`config.mk`:
```
export PLATFORM = sky130hd
export DESIGN_NAME = systolic_feeder
export DESIGN_NICKNAME = d
export VERILOG_FILES = /design/src/rtl/systolic_pkg.sv /design/src/rtl/w_serializer.sv /design/src/rtl/systolic_feeder.sv
export SDC_FILE = /design/constraint.sdc
export NUM_CORES = 1
export LEC_CHECK = 0
export CAP_MARGIN = 20
export CORE_MARGIN = 2
export CORE_UTILIZATION = 50
export DETAILED_ROUTE_END_ITERATION = 16
export DONT_BUFFER_PORTS = 1
export RECOVER_POWER = 100
export SETUP_SLACK_MARGIN = 0.1
export SYNTH_ARGS = -nofsm -noshare
export SYNTH_HDL_FRONTEND = slang
export SYNTH_SLANG_ARGS = --single-unit
```
`constraint.sdc`:
```
create_clock -name clk -period 17.9 [get_ports clk]
set_clock_uncertainty 0.05 [all_clocks]
set_input_delay 5.37 -clock clk [delete_from_list [all_inputs] [get_ports clk]]
set_output_delay 5.37 -clock clk [all_outputs]
set_load 0.005 [all_outputs]
```
`src/rtl/systolic_pkg.sv`:
```
// Shared types and constants for the systolic array feeder and its column serializers.
package systolic_pkg;

   typedef enum logic [1:0] {IDLE, STREAM, DRAIN} state_t;

   localparam int PREC_W       = 4;
   localparam int MAX_PREC_DEF = 8;

endpackage

```
`src/rtl/w_serializer.sv`:
```
// Bit-serial weight shifter for one array column: emits bits P-1 down to 0, MSB first.
module w_serializer
   import systolic_pkg::*;
#(
   parameter int MAX_PREC = MAX_PREC_DEF
)
(
   input  logic                clk,
   input  logic                rst,
   input  logic                load,
   input  logic                shift,
   input  logic                clear,
   input  logic [MAX_PREC-1:0] word,
   input  logic [PREC_W-1:0]   prec,
   output logic                bit_out,
   output logic                last
);

   logic [MAX_PREC-1:0] word_q;
   logic [PREC_W-1:0]   idx;
   logic [PREC_W-1:0]   load_idx;
   logic [PREC_W-1:0]   shift_idx;
   logic                load_bit;
   logic                shift_bit;

   assign load_idx  = prec - PREC_W'(1);
   assign shift_idx = idx - PREC_W'(1);
   // Bit selection through a one-hot mask keeps every word bit in use for any P.
   assign load_bit  = |(word & (MAX_PREC'(1) << load_idx));
   assign shift_bit = |(word_q & (MAX_PREC'(1) << shift_idx));
   assign last      = (idx == '0);

   always_ff @(posedge clk) begin
      if (rst || clear) begin
         word_q  <= '0;
         idx     <= '0;
         bit_out <= 1'b0;
      end else if (load) begin
         word_q  <= word;
         idx     <= load_idx;
         bit_out <= load_bit;
      end else if (shift) begin
         idx     <= shift_idx;
         bit_out <= shift_bit;
      end
   end

endmodule

```
`src/rtl/systolic_feeder.sv`:
```
// Job buffer and sequencer that streams activations and bit-serial weights into the
// systolic MAC array, then waits for the array to report done.
module systolic_feeder
   import systolic_pkg::*;
#(
   parameter int ACT_WIDTH = 16,
   parameter int N         = 2,
   parameter int MAX_PREC  = MAX_PREC_DEF,
   parameter int DEPTH     = 16
)
(
   input  logic                   clk,
   input  logic                   rst,
   input  logic                   ld_valid,
   output logic                   ld_ready,
   input  logic [N*ACT_WIDTH-1:0] ld_act,
   input  logic [N*MAX_PREC-1:0]  ld_w,
   input  logic                   start,
   input  logic [PREC_W-1:0]      precision,
   input  logic                   array_done,
   output logic                   active,
   output logic [N*ACT_WIDTH-1:0] act_out,
   output logic [N-1:0]           w_out,
   output logic [PREC_W-1:0]      prec_out,
   output logic                   busy,
   output logic                   job_done,
   output logic                   err
);

   localparam int AW = $clog2(DEPTH);
   localparam int CW = AW + 1;

   logic [N*ACT_WIDTH-1:0] act_mem [DEPTH];
   logic [N*MAX_PREC-1:0]  w_mem   [DEPTH];

   state_t                 state, state_d;
   logic [CW-1:0]          count, count_d, count_ld;
   logic [AW-1:0]          wptr, rptr;
   logic                   load_beat, prec_ok;
   logic                   start_ok, start_bad, entry_end, job_end, drain_end;
   logic                   ser_load, ser_shift, ser_clear;
   logic [PREC_W-1:0]      ser_prec;
   logic [N-1:0]           col_last;
   logic [N*ACT_WIDTH-1:0] rd_act;
   logic [N*MAX_PREC-1:0]  rd_w;

   assign load_beat = ld_valid && ld_ready;
   assign count_ld  = count + CW'(load_beat);
   assign prec_ok   = (precision != '0) && (int'(precision) <= MAX_PREC);

   always_ff @(posedge clk) begin
      if (rst) begin
         state <= IDLE;
      end else begin
         state <= state_d;
      end
   end

   // A start that coincides with a load beat is judged on the count including that beat.
   always_comb begin
      state_d   = state;
      start_ok  = 1'b0;
      start_bad = 1'b0;
      entry_end = 1'b0;
      job_end   = 1'b0;
      drain_end = 1'b0;
      unique case (state)
         IDLE: begin
            if (start) begin
               if (prec_ok && (count_ld != '0)) begin
                  start_ok = 1'b1;
                  state_d  = STREAM;
               end else begin
                  start_bad = 1'b1;
               end
            end
         end
         STREAM: begin
            if (&col_last) begin
               entry_end = 1'b1;
               if ({1'b0, rptr} == count - CW'(1)) begin
                  job_end = 1'b1;
                  state_d = DRAIN;
               end
            end
         end
         DRAIN: begin
            if (array_done) begin
               drain_end = 1'b1;
               state_d   = IDLE;
            end
         end
         default: state_d = IDLE;
      endcase
   end

   // The first entry is forwarded straight from the load port when it arrives with start.
   always_comb begin
      ser_load  = start_ok || (entry_end && !job_end);
      ser_shift = (state == STREAM) && !entry_end;
      ser_clear = job_end;
      ser_prec  = start_ok ? precision : prec_out;
      count_d   = drain_end ? '0 : count_ld;
      if (state == IDLE) begin
         rd_act = (count == '0) ? ld_act : act_mem[0];
         rd_w   = (count == '0) ? ld_w   : w_mem[0];
      end else begin
         rd_act = act_mem[rptr + AW'(1)];
         rd_w   = w_mem[rptr + AW'(1)];
      end
   end

   always_ff @(posedge clk) begin
      if (load_beat) begin
         act_mem[wptr] <= ld_act;
         w_mem[wptr]   <= ld_w;
      end
   end

   always_ff @(posedge clk) begin
      if (rst) begin
         count    <= '0;
         wptr     <= '0;
         rptr     <= '0;
         active   <= 1'b0;
         act_out  <= '0;
         prec_out <= '0;
         busy     <= 1'b0;
         job_done <= 1'b0;
         err      <= 1'b0;
         ld_ready <= 1'b1;
      end else begin
         count <= count_d;
         if (load_beat) begin
            wptr <= wptr + AW'(1);
         end else if (drain_end) begin
            wptr <= '0;
         end
         if (start_ok || drain_end) begin
            rptr <= '0;
         end else if (entry_end && !job_end) begin
            rptr <= rptr + AW'(1);
         end
         if (start_ok) begin
            prec_out <= precision;
         end
         if (ser_load) begin
            act_out <= rd_act;
         end else if (state_d != STREAM) begin
            act_out <= '0;
         end
         active   <= (state_d == STREAM);
         busy     <= (state_d != IDLE);
         job_done <= drain_end;
         err      <= start_bad;
         ld_ready <= (state_d == IDLE) && (count_d != CW'(DEPTH));
      end
   end

   for (genvar c = 0; c < N; c++) begin : g_col
      w_serializer #(.MAX_PREC(MAX_PREC)) u_ser (
         .clk     (clk),
         .rst     (rst),
         .load    (ser_load),
         .shift   (ser_shift),
         .clear   (ser_clear),
         .word    (rd_w[c*MAX_PREC +: MAX_PREC]),
         .prec    (ser_prec),
         .bit_out (w_out[c]),
         .last    (col_last[c])
      );
   end

endmodule
```
# Yosys cells after proc, flatten, opt, wreduce, memory -nomap -nowiden
# Memory sizes are Yosys's and may differ from the RTL's.
# Index checks and enable logic that the tools add are counted.
[op_classes]
shifts = 3
n_eq_ne = 6
n_reduce_logical = 29
n_lt_le_gt_ge = 1
bitwise_logic = 6
n_addsub = 7
mux = 37
[op_table]
columns = ["cell", "n"]
rows = [
  ["two-way mux 32 bit", 4],
  ["AND 8 bit", 4],
  ["two-way mux 16 bit", 2],
  ["OR reduction 8 bit", 4],
  ["two-way mux 4 bit", 7],
  ["left shift 1 x 4 -> 8 bit, first input constant", 3],
  ["two-way mux 1 bit", 17],
  ["subtractor 4 x 1 -> 4 bit, second input constant", 3],
  ["two-way mux 2 bit", 5],
  ["adder 4 x 1 -> 4 bit, second input constant", 2],
  ["zero test 4 bit", 2],
  ["nonzero test 2 bit", 4],
  ["logical AND 1 bit", 6],
  ["one-hot mux 2 bit (3 select lines)", 1],
  ["adder 5 x 1 -> 5 bit", 1],
  ["equality test 4 x 5 -> 1 bit", 1],
  ["zero test 5 bit", 1],
  ["two-way mux 5 bit", 1],
  ["!= test 5 bit, second input constant", 1],
  ["nonzero test 5 bit", 1],
  ["subtractor 5 x 1 -> 5 bit, second input constant", 1],
  ["equality test 2 x 1 -> 1 bit, second input constant", 2],
  ["less-or-equal comparator 4 bit, second input constant", 1],
  ["zero test 2 bit", 2],
  ["9 further kinds", 13],
]
[word_totals]
ramBits = 768
mem_count = 2
output_inout_bits = 43
reg_bits = 82
input_bits = 57
wordCells = 108
[mem_list]
columns = ["name", "depth", "width", "rd", "rd_clocked_by_memory_dff", "wr", "line", "rtl"]
rows = [
  ["act_mem", 16, 32, 2, 0, 1, "systolic_feeder.sv:33", "logic [N*ACT_WIDTH-1:0] act_mem [DEPTH];"],
  ["w_mem", 16, 16, 2, 0, 1, "systolic_feeder.sv:34", "logic [N*MAX_PREC-1:0] w_mem [DEPTH];"],
]

# Logic depth before layout (Yosys ltp)
# Gate-level depths: netlist (run 1).
[depth]
word_depth = 13
ltp_mapped = 16
depth_no_buf = 15

# Modules after synthesis
# From an unflattened synthesis (run 1), not the netlist that was laid out.
[hier_totals]
cells_unflattened = 1867
area_unflattened_um2 = 34227.8
[by_module_without_submodules]
columns = ["mod", "cells_each", "n_inst", "area_each_um2"]
rows = [
  ["systolic_feeder", 1683, 1, 32558.7],
  ["w_serializer", 92, 2, 834.6],
]

# Worst setup path after synthesis (run 1)
# OpenSTA, ideal clock, no wires.
[synth_timing]
kind = "input-to-reg"
start = "input ld_valid"
end = "memory act_mem[3][0] (netlist bit) (enable)"
arrival_ps = 8975
setup_slack_ps = 8363
path_stages = 4
n_path_buf = 0
path_cell_list = "nand2_1 clkinv_1 nand2_1 nor3_1"
[synth_between]
elab_chain_len = 3
[synth_lines]
columns = ["item", "line", "rtl"]
rows = [
  ["from (decl)", "systolic_feeder.sv:14", "input logic ld_valid,"],
  ["logical AND 1 bit", "systolic_feeder.sv:47", "assign load_beat = ld_valid && ld_ready;"],
  ["two-way mux 1 bit", "systolic_feeder.sv:114", "if (load_beat) begin"],
  ["two-way mux 1 bit (not written as such)", "systolic_feeder.sv:115", "act_mem[wptr] <= ld_act;"],
  ["to (decl)", "systolic_feeder.sv:33", ""],
]
# Every way passes these cells.

# Final worst setup path (run 1)
[layout_timing]
start = "input ld_valid"
end = "register g_col[1].u_ser.bit_out"
[layout_between]
elab_chain_len = 13
elab_cells_between_ends = 15
[layout_lines]
columns = ["item", "line", "rtl"]
rows = [
  ["logical AND 1 bit (*)", "systolic_feeder.sv:47", ""],
  ["adder 5 x 1 -> 5 bit (*)", "systolic_feeder.sv:48", "assign count_ld = count + CW'(load_beat);"],
  ["nonzero test 5 bit (*)", "systolic_feeder.sv:70", "if (prec_ok && (count_ld != '0)) begin"],
  ["logical AND 1 bit (*)", "systolic_feeder.sv:70", ""],
  ["two-way mux 1 bit (*)", "systolic_feeder.sv:70", ""],
  ["two-way mux 1 bit (*)", "systolic_feeder.sv:69", "if (start) begin"],
  ["two-way mux 1 bit (*)", "systolic_feeder.sv:67", "unique case (state)"],
  ["two-way mux 4 bit", "--", ""],
  ["subtractor 4 x 1 -> 4 bit", "w_serializer.sv:26", "assign load_idx = prec - PREC_W'(1);"],
  ["left shift 1 x 4 -> 8 bit", "w_serializer.sv:29", "assign load_bit = |(word & (MAX_PREC'(1) << load_idx));"],
  ["AND 8 bit", "w_serializer.sv:29", ""],
  ["OR reduction 8 bit", "w_serializer.sv:29", ""],
  ["two-way mux 1 bit", "w_serializer.sv:38", "end else if (load) begin"],
  ["to (signal assigned)", "w_serializer.sv:41", "bit_out <= load_bit;"],
  ["to (signal assigned)", "w_serializer.sv:44", "bit_out <= shift_bit;"],
  ["to (decl)", "w_serializer.sv:15", "output logic bit_out,"],
]
# Every way passes the cells marked *; elsewhere a longest branch is shown, timed or not.
# A chain may end at the register's enable or synchronous reset.

==> results.ini, run 1 <==
[logic_synthesis]
synth-edff-count = 768
seq_area_frac_synth_pct = 72.4
netlist_instances = 2017
synth-seq-cells = 850
synth_top_area_cell = edfxtp_1
syn-num-nets = 2095
netlist_area_um2 = 34100
ys_warn_count = 0
syn_avg_cell_area_um2 = 16.9
synth-async-reset-ratio_pct = 0
ys_types = 62
yosys-top-cells-area = edfxtp_1 68%, mux4_2 12%, dfxtp_1 4.8%
netlist.area_leader.share_pct = 67.6
synth_top_flop_cell = edfxtp_1

[floorplanning]
start_util_pct = 50.6
core_area_um2 = 67400
ios = 100
die_y_um = 265
dieWidth_um = 265
row_count = 95
die_area_um2 = 70400

[place]
dpl_worst_slack_ns = 8.75
hpwl_mm = 37.0
io_buffers = 0
gp_congestion = 0.853

[pwr]
p_int_mw = 3.59
combPwrFrac_pct = 16.0
p_switching_mw = 1.26
ir_worst_vdd_mv = 0.0765
p_sw_share_pct = 26.0
clockPowerShare_pct = 36.2
leakage_nw = 11.9
p_total_mw = 4.85
seq_power_share_pct = 47.8
power_density_nw_per_um2 = 128

[setup_path]
r2r-end = g_col[1].u_ser.bit_out
cp.arrival_ns = 11.39
startpoint = ld_valid
critPathCaptureType = flip-flop
path_class = primary input to flip-flop
cpPeakStageDelay_ns = 2.61
critPathLaunchType = primary input
cp_slowest_cell = clkbuf_1
reg2regPathDepth = 12
rrSetupSlack_ns = 11.38
path_cells = nand2_1 -> clkinv_1 -> ha_1 -> ha_1 -> nand3_1 -> xor2_1 -> a31oi_1 -> or2_2 -> clkbuf_1 -> o221ai_1 -> a21oi_1 -> a31oi_1
r2r_start = ld_ready
path_max_fanout = 48
cp.required_ns = 18.35

[sta]
final.period_utilization_pct = 61.1
drv_slew = 835
worst_slew_pin_slew_ns = 4.79
slew_headroom_pct = -219
holdWs_ns = 0.409
fin_crit_ns = 10.94
setup_violations = 0
worst_slack_ns = 6.96
grt_setup_unrepaired = false
hold_viol_final = 0
timing.fmax_mhz = 91.4
tns_ns = 0

[run]
maxCapViolations = 18

[routing]
totalWireLength_mm = 80.6
routed_via_density = 6.19
drcViolationCount = 0
avgRoutedWirePerCell_um = 27.2
vias = 18300
antenna_left = 0
drt-pass1-iter-count = 5
dr.first_iter.drc_count = 1563

[global_routing]
track_usage_pct = 23.2
grt_pass1_wl_mm = 120
grt_pass1_vias = 18600
antenna_found_initial = 0
globalRouteOverflowTotal = 0
grt_max_degree = 146

[final_layout]
drive_gt1_share_pct = 16.9
fin_nets = 2099
insertedDiodeCount = 0
final_util_pct = 56.0
syn2layout_area_growth_pct = 10.6

[status]
status = complete, but fails checks
failed_checks = capacitance limit, slew limit

[clocking]
cts_buffer_depth = 3
cts_root_buf = clkbuf_16
clkSinkCount = 850
cts.clk_slew.worst_paths_ns = 0.06
cts-resized-gates = 0
cts-buffers-inserted = 87
cts_tree = done
ctsHoldBuffers = 0
clk_latency_ns = 0.62
htree_levels = 3
post_cts_buffers = 0

[min_path]
hold_path_class = flip-flop to flip-flop
worstHoldStart = g_col[1].u_ser.word_q[5]
min_path_cells = 2
hold_end = g_col[1].u_ser.word_q[5]

cells in the mapped netlist (all sizes together), types with 2 or more instances:
master and instances:
edfxtp 768, nand2 326, mux4 184, nand3 85
dfxtp 82, buf 79, nor2 74, a21oi 64
clkbuf 40, a31oi 38, and3 36, o211ai 34
mux2i 22, ha 21, nor3 15, xnor2 15
inv 14, nand4 14, nand2b 12, xor2 12
a22oi 9, o21ai 8, a211oi 5, and2 5
nor3b 5, o221ai 5, a21o 4, nand3b 4
nor2b 4, o31ai 4, a32oi 3, a2111oi 2
a22o 2, mux2 2, o211a 2, o311a 2
or2 2, or4 2
critical path, delay by kind of cell:
| family | cells | cell delay (ns) |
|---|---|---|
| buffers and inverters | 2 | 2.84 |
| AO/OA/AOI/OAI | 4 | 1.99 |
| adder cells (fa/ha/maj) | 2 | 0.55 |
| AND/OR/NAND/NOR | 3 | 0.46 |
| XOR/XNOR | 1 | 0.12 |
per-stage QoR:
step / area [um^2] / cells
after floorplan: 34100 / 2017
after global routing: 37700 / 2966
after detailed placement: 35100 / 2805
final: 37700 / 2966
after CTS: 37900 / 2966
after global placement: 35100 / 2805
flip-flops by register name (all words and copies together) (netlist names), 4 cells and up:
register and count:
act_mem 512, prec_out 4, g_col.u_ser.idx 8, act_out 32
g_col.u_ser.word_q 16, rptr 4, wptr 4, w_mem 256
count 5
cell type report:
class / instances / area, um^2
Fill cell: 5179 / 29700
Sequential cell: 850 / 24700
Multi-Input combinational cell: 1033 / 8920
Clock buffer: 126 / 2420
Tap cell: 873 / 1090
Clock inverter: 35 / 334
Timing Repair Buffer: 34 / 213
Inverter: 15 / 56.3
per-layer routing:
metal	share of wire [%]	track usage [%]	routed length, um
met4	1.8	6.15	1440
met3	6.9	4.14	5530
met5	0	0	0
met2	49	37.8	39100
met1	43	32.8	34500
placed cells by master, fill, tap and decap left out, types with 13 or more instances in the layout:
cell         n
edfxtp_1   768
nand2_1    326
mux4_2     184
clkbuf_16   89
nand3_1     85
dfxtp_1     81
a21oi_1     64
nor2_1      60
clkbuf_1    50
a31oi_1     37
and3_1      36
o211ai_1    34
mux2i_1     22
ha_1        20
inv_1       14
buf_4       14
nor3_1      13
nand4_1     13
clkinv_2    13
cell families (layout without fill, tap and decap cells):
kind of cell | Yosys count | count (layout) | share of synthesized area [%]
AND/OR/NAND/NOR | 589 | 589 | 7.65
AO/OA/AOI/OAI | 188 | 188 | 3.62
flip-flops | 850 | 850 | 72.4
XOR/XNOR | 27 | 27 | 0.814
multiplexers | 208 | 208 | 12.9
buffers and inverters | 134 | 210 | 1.88
adder cells (fa/ha/maj) | 21 | 21 | 0.770
how the worst max path moves through the flow:
stage | endpoint | slack [ns] | cells after the start
finish | g_col[1].u_ser.bit_out | 6.96 | 12
global route | g_col[1].u_ser.bit_out | 6.69 | 12
CTS | g_col[1].u_ser.bit_out | 9.39 | 15
detailed placement | g_col[1].u_ser.bit_out | 8.75 | 15
global placement | g_col[1].u_ser.bit_out | 8.93 | 15
floorplan | act_mem[3][0] | 8.36 | 4
power by group through the flow:
stage          clock network (mW)  logic (mW)  registers (mW)
2_1_floorplan                   0       0.586            2.33
3_3_place_gp                    0       0.770            2.35
3_5_place_dp                    0       0.777            2.35
4_1_cts                      1.79       0.781            2.31
5_1_grt                      1.87       0.845            2.33
6_report                     1.75       0.775            2.32
(Power assumes the default switching activity.)
==> run 2, diff against run 1 <==
--- a/config.mk
+++ b/config.mk
@@ -10,6 +10,7 @@
 export CORE_UTILIZATION = 50
 export DETAILED_ROUTE_END_ITERATION = 16
 export DONT_BUFFER_PORTS = 1
+export PLACE_DENSITY = 0.68
 export RECOVER_POWER = 100
 export SETUP_SLACK_MARGIN = 0.1
 export SYNTH_ARGS = -nofsm -noshare
==> constraint.sdc (replaced) <==
create_clock -name clk -period 9.5 [get_ports clk]
set_clock_uncertainty 0.05 [all_clocks]
set_input_delay 2.85 -clock clk [delete_from_list [all_inputs] [get_ports clk]]
set_output_delay 2.85 -clock clk [all_outputs]
set_load 0.005 [all_outputs]
==> run 2 against run 1 <==
Compared with the run above: sequential power up 88%; critical path type unchanged; die area stayed put; critical endpoint is now act_mem[5][7]; sequential share of layout area is 0.39 points lower; largest power group unchanged; wire length is 0.38% higher; final cell count hardly changed; the flow still finishes with violations (capacitance limit, slew limit); largest cell class unchanged; combinational power up 91%; via count is 2.1% higher; worst hold slack gained 0.011 ns.
==> results.ini, run 2 (same netlist as run 1, synthesis figures left out) <==
[setup_path]
cp_slowest_cell = clkbuf_1  ; unchanged
critPathLaunchType = primary input  ; unchanged
path_class = primary input to flip-flop  ; unchanged
worst_path_most_repeated_cell = nand2_1
reg2regPathDepth = 3  ; was 12
cpPeakStageDelay_ns = 3.29  ; was 2.61 ns
cp.required_ns = 9.57  ; was 18.35 ns
r2r-end = act_mem[4][7]  ; was g_col[1].u_ser.bit_out
cp.arrival_ns = 6.88  ; was 11.39 ns
path_max_fanout = 48  ; unchanged
crit_family = buffers and inverters  ; unchanged
r2r_start = wptr[2]  ; was ld_ready
path_cells = nand2_1 -> clkinv_1 -> nand2_1 -> nor2_4 -> clkbuf_1  ; was nand2_1 -> clkinv_1 -> ha_1 -> ha_1 -> nand3_1 -> xor2_1 -> a31oi_1 -> or2_2 -> clkbuf_1 -> o221ai_1 -> a21oi_1 -> a31oi_1
critPathBufInv = 2  ; unchanged
critPathCaptureType = flip-flop  ; unchanged
rrSetupSlack_ns = 4.51  ; was 11.38 ns

[place]
dp.cells = 2804  ; was 2805
gp_congestion = 0.853  ; about the same
placed_area_um2 = 35100  ; about the same
io_buffers = 0  ; unchanged
hpwl_mm = 38.0  ; was 37.0 mm

[global_routing]
antenna_found_initial = 1  ; was 0
globalRouteOverflowTotal = 0  ; unchanged
track_usage_pct = 23.3  ; was 23.2%
grt_max_degree = 142  ; was 146
grt_pass1_vias = 18900  ; was 18600
grt_pass1_wl_mm = 120  ; about the same

[clocking]
cts.clk_slew.worst_paths_ns = 0.06  ; about the same
cts_buffer_depth = 3  ; unchanged
clk_latency_ns = 0.64  ; was 0.62 ns
htree_levels = 3  ; unchanged
cts_tree = done  ; unchanged
cts-resized-gates = 0  ; unchanged
ctsHoldBuffers = 0  ; unchanged
cts_root_buf = clkbuf_16  ; unchanged
clkSinkCount = 850  ; unchanged
post_cts_buffers = 0  ; unchanged
cts-buffers-inserted = 85  ; was 87

[floorplanning]
start_util_pct = 50.6  ; unchanged
core_area_um2 = 67400  ; unchanged
die_y_um = 265  ; unchanged
die_area_um2 = 70400  ; unchanged
row_count = 95  ; unchanged
dieWidth_um = 265  ; unchanged
ios = 100  ; unchanged

[status]
status = complete, but fails checks  ; unchanged
failed_checks = capacitance limit, slew limit  ; unchanged

[pwr]
power_density_nw_per_um2 = 246  ; was 128 nW/um^2
ir_worst_vdd_mv = 0.161  ; was 0.0765 mV
leakage_nw = 12.0  ; was 11.9 nW

[final_layout]
n_fill_cell = 4998  ; was 5179
layout_commonest_cell = edfxtp_1  ; unchanged
max_flop_register = act_mem  ; unchanged
design_area_um2 = 38000  ; was 37700 um^2
top_regs = act_mem: 512 flops, w_mem: 256 flops, act_out: 32 flops  ; unchanged
syn2layout_area_growth_pct = 11.3  ; was 10.6%
post_layout_nonfiller_instances = 2965  ; was 2966
layout_common_cells = 768 x edfxtp_1, 326 x nand2_1, 184 x mux4_2, 88 x clkbuf_16, 85 x nand3_1  ; was 768 x edfxtp_1, 326 x nand2_1, 184 x mux4_2, 89 x clkbuf_16, 85 x nand3_1
drive_gt1_share_pct = 17.7  ; was 16.9%
fin_nets = 2096  ; was 2099
largest_reg_flops = 512  ; unchanged

[min_path]
hold_path_class = flip-flop to flip-flop  ; unchanged
min_path_cells = 2  ; unchanged
hold_end = g_col[1].u_ser.word_q[5]  ; unchanged
worstHoldStart = g_col[1].u_ser.word_q[5]  ; unchanged

[sta]
fin_crit_ns = 6.82
holdWs_ns = 0.420  ; was 0.409 ns
worst_slew_pin_slew_ns = 4.75  ; was 4.79 ns
grt_setup_unrepaired = false  ; unchanged
hold_viol_final = 0  ; unchanged
setup_violations = 0  ; unchanged
drv_slew = 784  ; was 835
final.period_utilization_pct = 71.7
slew_headroom_pct = -216  ; was -219%
tns_ns = 0  ; unchanged
timing.fmax_mhz = 147

[run]
maxCapViolations = 16  ; was 18

[routing]
dr.first_iter.drc_count = 2218  ; was 1563
drt-pass1-iter-count = 5  ; unchanged
routed_via_density = 6.32  ; was 6.19
vias = 18700  ; was 18300
drcViolationCount = 0  ; unchanged
avgRoutedWirePerCell_um = 27.3  ; was 27.2 um
totalWireLength_mm = 80.9  ; was 80.6 mm
antenna_left = 0  ; unchanged

==> run 2: metal layers <==
layer | global-route usage, % | up-vias | share of wire, %
li1 | - | 7894 | -
met5 | 0 | - | 0
met4 | 6.55 | 0 | 2.6
met2 | 38.0 | 901 | 48
met1 | 31.4 | 9784 | 39
met3 | 5.82 | 156 | 9.9
==> run 2: how the worst max path moves through the flow <==
stage / startpoint / end / cells past startpoint
6_report: ld_valid / act_mem[5][7] / 5
5_1_grt: ld_valid / g_col[1].u_ser.bit_out / 15
4_1_cts: ld_valid / g_col[1].u_ser.bit_out / 15
3_5_place_dp: ld_valid / g_col[1].u_ser.bit_out / 15
3_3_place_gp: ld_valid / g_col[1].u_ser.bit_out / 15
2_1_floorplan: ld_valid / act_mem[3][0] / 4
==> run 2: power by group <==
group	total, mW	internal [mW]	switching (mW)
Sequential	4.37	4.25	0.117
Clock	3.49	2.07	1.42
Combinational	1.48	0.580	0.904
==> run 2: layout make-up <==
class	instances	area (um^2)	share of cell area, %
diodes	2	5.00	0.0132
clock inverters	44	561	1.48
inverters	15	56.3	0.148
well taps	873	1090	2.88
flip-flops and latches	850	24700	65.1
repair buffers	33	209	0.550
clock buffers	115	2410	6.36
multi-input cells	1033	8920	23.5
==> run 2: per-stage QoR <==
stage               setup WS (ns)  power (mW)  utilization, %
floorplan                    2.48        5.49               -
global placement             3.09        5.88            52.1
global route                 2.42        9.67            56.3
CTS                          3.53        9.39            56.5
finish                       2.68        9.34            56.3
detailed placement           2.88        5.92            52.1
==> run 2: worst register-to-register path: stages, from the launching register on <==
cell,delay [ns]
dfxtp_1,0.56
nand2b_1,0.33
nor2_4,0.15
clkbuf_1,3.31
==> run 3, diff against run 2 <==
==> constraint.sdc (replaced) <==
create_clock -name clk -period 5.6 [get_ports clk]
set_clock_uncertainty 0.05 [all_clocks]
set_input_delay 1.68 -clock clk [delete_from_list [all_inputs] [get_ports clk]]
set_output_delay 1.68 -clock clk [all_outputs]
set_load 0.005 [all_outputs]
==> run 3 against run 2 <==
Compared with the run above: the run still ends with capacitance limit, slew limit left; largest cell class unchanged; final cell count increased by 0.40%; clock power increased by 69%; setup slack got worse by 2.2 ns; total power increased by 69%; non-clock buffer count increased by 9; worst hold slack got worse by 0.012 ns; combinational power increased by 71%; utilization increased by 0.076 points; highest routed layer unchanged; wire length increased by 0.35%; critical path depth unchanged; cell area increased by 0.14%.
==> results.ini, run 3 (same netlist as run 1, synthesis figures left out) <==
[routing]
antenna_left = 0  ; unchanged
drt-pass1-iter-count = 5  ; unchanged
vias = 18700  ; about the same
avgRoutedWirePerCell_um = 27.3  ; about the same
routed_via_density = 6.28  ; was 6.32
drcViolationCount = 0  ; unchanged
totalWireLength_mm = 81.2  ; was 80.9 mm
dr.first_iter.drc_count = 2037  ; was 2218

[setup_path]
cp.required_ns = 5.75  ; was 9.57 ns
rrSetupSlack_ns = 1.12  ; was 4.51 ns
crit_family = simple AND/OR/NAND/NOR gates  ; was buffers and inverters
critPathBufInv = 2  ; unchanged
worst_path_most_repeated_cell = nand2_1  ; unchanged
path_max_fanout = 19  ; was 48
cp_slowest_cell = nor2_1  ; was clkbuf_1
path_class = primary input to flip-flop  ; unchanged
critPathCaptureType = flip-flop  ; unchanged
cp.arrival_ns = 5.22  ; was 6.88 ns
cpPeakStageDelay_ns = 1.59  ; was 3.29 ns
path_cells = nand2_1 -> clkinv_1 -> nand2_1 -> nor2_1 -> clkbuf_1  ; was nand2_1 -> clkinv_1 -> nand2_1 -> nor2_4 -> clkbuf_1
critPathLaunchType = primary input  ; unchanged

[final_layout]
insertedDiodeCount = 0  ; was 2
largest_reg_flops = 512  ; unchanged
layout_commonest_cell = edfxtp_1  ; unchanged
syn2layout_area_growth_pct = 11.4  ; was 11.3%
drive_gt1_share_pct = 18.2  ; was 17.7%
n_fill_cell = 5000  ; was 4998
fin_nets = 2108  ; was 2096
top_regs = act_mem: 512 flops, w_mem: 256 flops, act_out: 32 flops  ; unchanged
max_flop_register = act_mem  ; unchanged
post_layout_nonfiller_instances = 2977  ; was 2965
layout_common_cells = 768 x edfxtp_1, 326 x nand2_1, 184 x mux4_2, 91 x clkbuf_16, 85 x nand3_1  ; was 768 x edfxtp_1, 326 x nand2_1, 184 x mux4_2, 88 x clkbuf_16, 85 x nand3_1

[global_routing]
antenna_found_initial = 1  ; unchanged
grt_pass1_vias = 18800  ; was 18900
grt_pass1_wl_mm = 121  ; was 120 mm
track_usage_pct = 23.4  ; was 23.3%
grt_max_degree = 65  ; was 142
globalRouteOverflowTotal = 0  ; unchanged

[sta]
grt_setup_unrepaired = false  ; unchanged
tns_ns = 0  ; unchanged
hold_viol_final = 0  ; unchanged
slew_headroom_pct = -45.8  ; was -216%
fin_crit_ns = 5.07
worst_slew_pin_slew_ns = 2.18  ; was 4.75 ns
final.period_utilization_pct = 90.5
drv_slew = 740  ; was 784
timing.fmax_mhz = 197
setup_violations = 0  ; unchanged

[clocking]
cts-buffers-inserted = 88  ; was 85
clkSinkCount = 850  ; unchanged
clk_latency_ns = 0.63  ; was 0.64 ns
post_cts_buffers = 0  ; unchanged
cts.clk_slew.worst_paths_ns = 0.06  ; about the same
cts_tree = done  ; unchanged
cts-resized-gates = 0  ; unchanged
cts_root_buf = clkbuf_16  ; unchanged
ctsHoldBuffers = 0  ; unchanged
cts_buffer_depth = 3  ; unchanged
htree_levels = 3  ; unchanged

[floorplanning]
ios = 100  ; unchanged
die_y_um = 265  ; unchanged
die_area_um2 = 70400  ; unchanged
core_area_um2 = 67400  ; unchanged
dieWidth_um = 265  ; unchanged
row_count = 95  ; unchanged
start_util_pct = 50.6  ; unchanged

[pwr]
seq_power_share_pct = 46.8  ; about the same
ir_worst_vdd_mv = 0.235  ; was 0.161 mV
p_sw_share_pct = 26.0  ; was 26.1%
combPwrFrac_pct = 16.0  ; was 15.9%
clockPowerShare_pct = 37.2  ; was 37.4%
p_switching_mw = 4.11  ; was 2.44 mW
power_density_nw_per_um2 = 416  ; was 246 nW/um^2
p_int_mw = 11.7  ; was 6.90 mW
p_total_mw = 15.8  ; was 9.34 mW
leakage_nw = 12.1  ; was 12.0 nW

[run]
maxCapViolations = 19  ; was 16

[place]
hpwl_mm = 40.7  ; was 38.0 mm
gp_congestion = 0.824  ; was 0.853
io_buffers = 0  ; unchanged
dp.cells = 2813  ; was 2804

[status]
status = complete, but fails checks  ; unchanged
failed_checks = capacitance limit, slew limit  ; unchanged

[min_path]
hold_path_class = flip-flop to flip-flop  ; unchanged

-- run 3: cell count changes in the layout (fill, tap and decap cells not counted), moves of 3 or more --
| cell | change |
|---|---|
| clkbuf_2 | +14 |
| clkbuf_16 | +3 |
| nor2_4 | -4 |
| buf_4 | +5 |
| clkinv_1 | +11 |
| clkbuf_1 | -13 |
| nor2_1 | +4 |
| clkinv_2 | -4 |
-- run 3: power by group through the flow --
stage / Combinational (mW) / Clock (mW) / Sequential [mW]
5_1_grt: 2.73 / 6.22 / 7.42
3_3_place_gp: 2.50 / 0 / 7.51
4_1_cts: 2.55 / 5.97 / 7.39
3_5_place_dp: 2.53 / 0 / 7.52
6_report: 2.53 / 5.89 / 7.40
2_1_floorplan: 1.87 / 0 / 7.44
-- run 3: path summary, 6_finish.rpt --
path / cells past startpoint / end / from
worst max-delay path: 5 / act_mem[7][7] / ld_valid
worst min-delay path: 2 / g_col[0].u_ser.word_q[4] / g_col[0].u_ser.word_q[4]
worst max register to register: 3 / act_mem[7][7] / wptr[2]
worst min register to register: 2 / g_col[0].u_ser.word_q[4] / g_col[0].u_ser.word_q[4]
-- run 3: area by class of cell --
type | instances | area, um^2 | share of cell area (%)
Clock buffer | 114 | 2450 | 6.45
Sequential cell | 850 | 24700 | 65.0
Clock inverter | 50 | 503 | 1.32
Timing Repair Buffer | 42 | 297 | 0.780
Tap cell | 873 | 1090 | 2.87
Inverter | 15 | 56.3 | 0.148
Multi-Input combinational cell | 1033 | 8910 | 23.4
-- run 3: metal layers --
metal / GRT usage [%] / wire length, um / up-vias
li1: - / - / 7942
met3: 5.39 / 7560 / 123
met5: 0 / 0 / -
met4: 6.81 / 1740 / 0
met2: 37.0 / 38400 / 839
met1: 32.8 / 33500 / 9794
-- run 3: tightest hold or removal path, delay by kind of cell (launching register included) --
family / cells / cell delay [ns]
DFF: 1 / 0.31
and+or+nand+nor: 1 / 0.05
AOI/OAI and AO/OA: 1 / 0.05
-- run 3: metrics by stage --
| step | hold slack, ns | utilization [%] | instance area (um^2) | setup WS (ns) |
|---|---|---|---|---|
| floorplan | 0.382 | - | 34100 | 0.675 |
| global placement | 0.395 | 52.3 | 35200 | 0.611 |
| detailed placement | 0.402 | 52.3 | 35200 | 0.429 |
| CTS | 0.408 | 56.6 | 38200 | 1.09 |
| global route | 0.437 | 56.4 | 38000 | 0.394 |
| finish | 0.408 | 56.4 | 38000 | 0.531 |
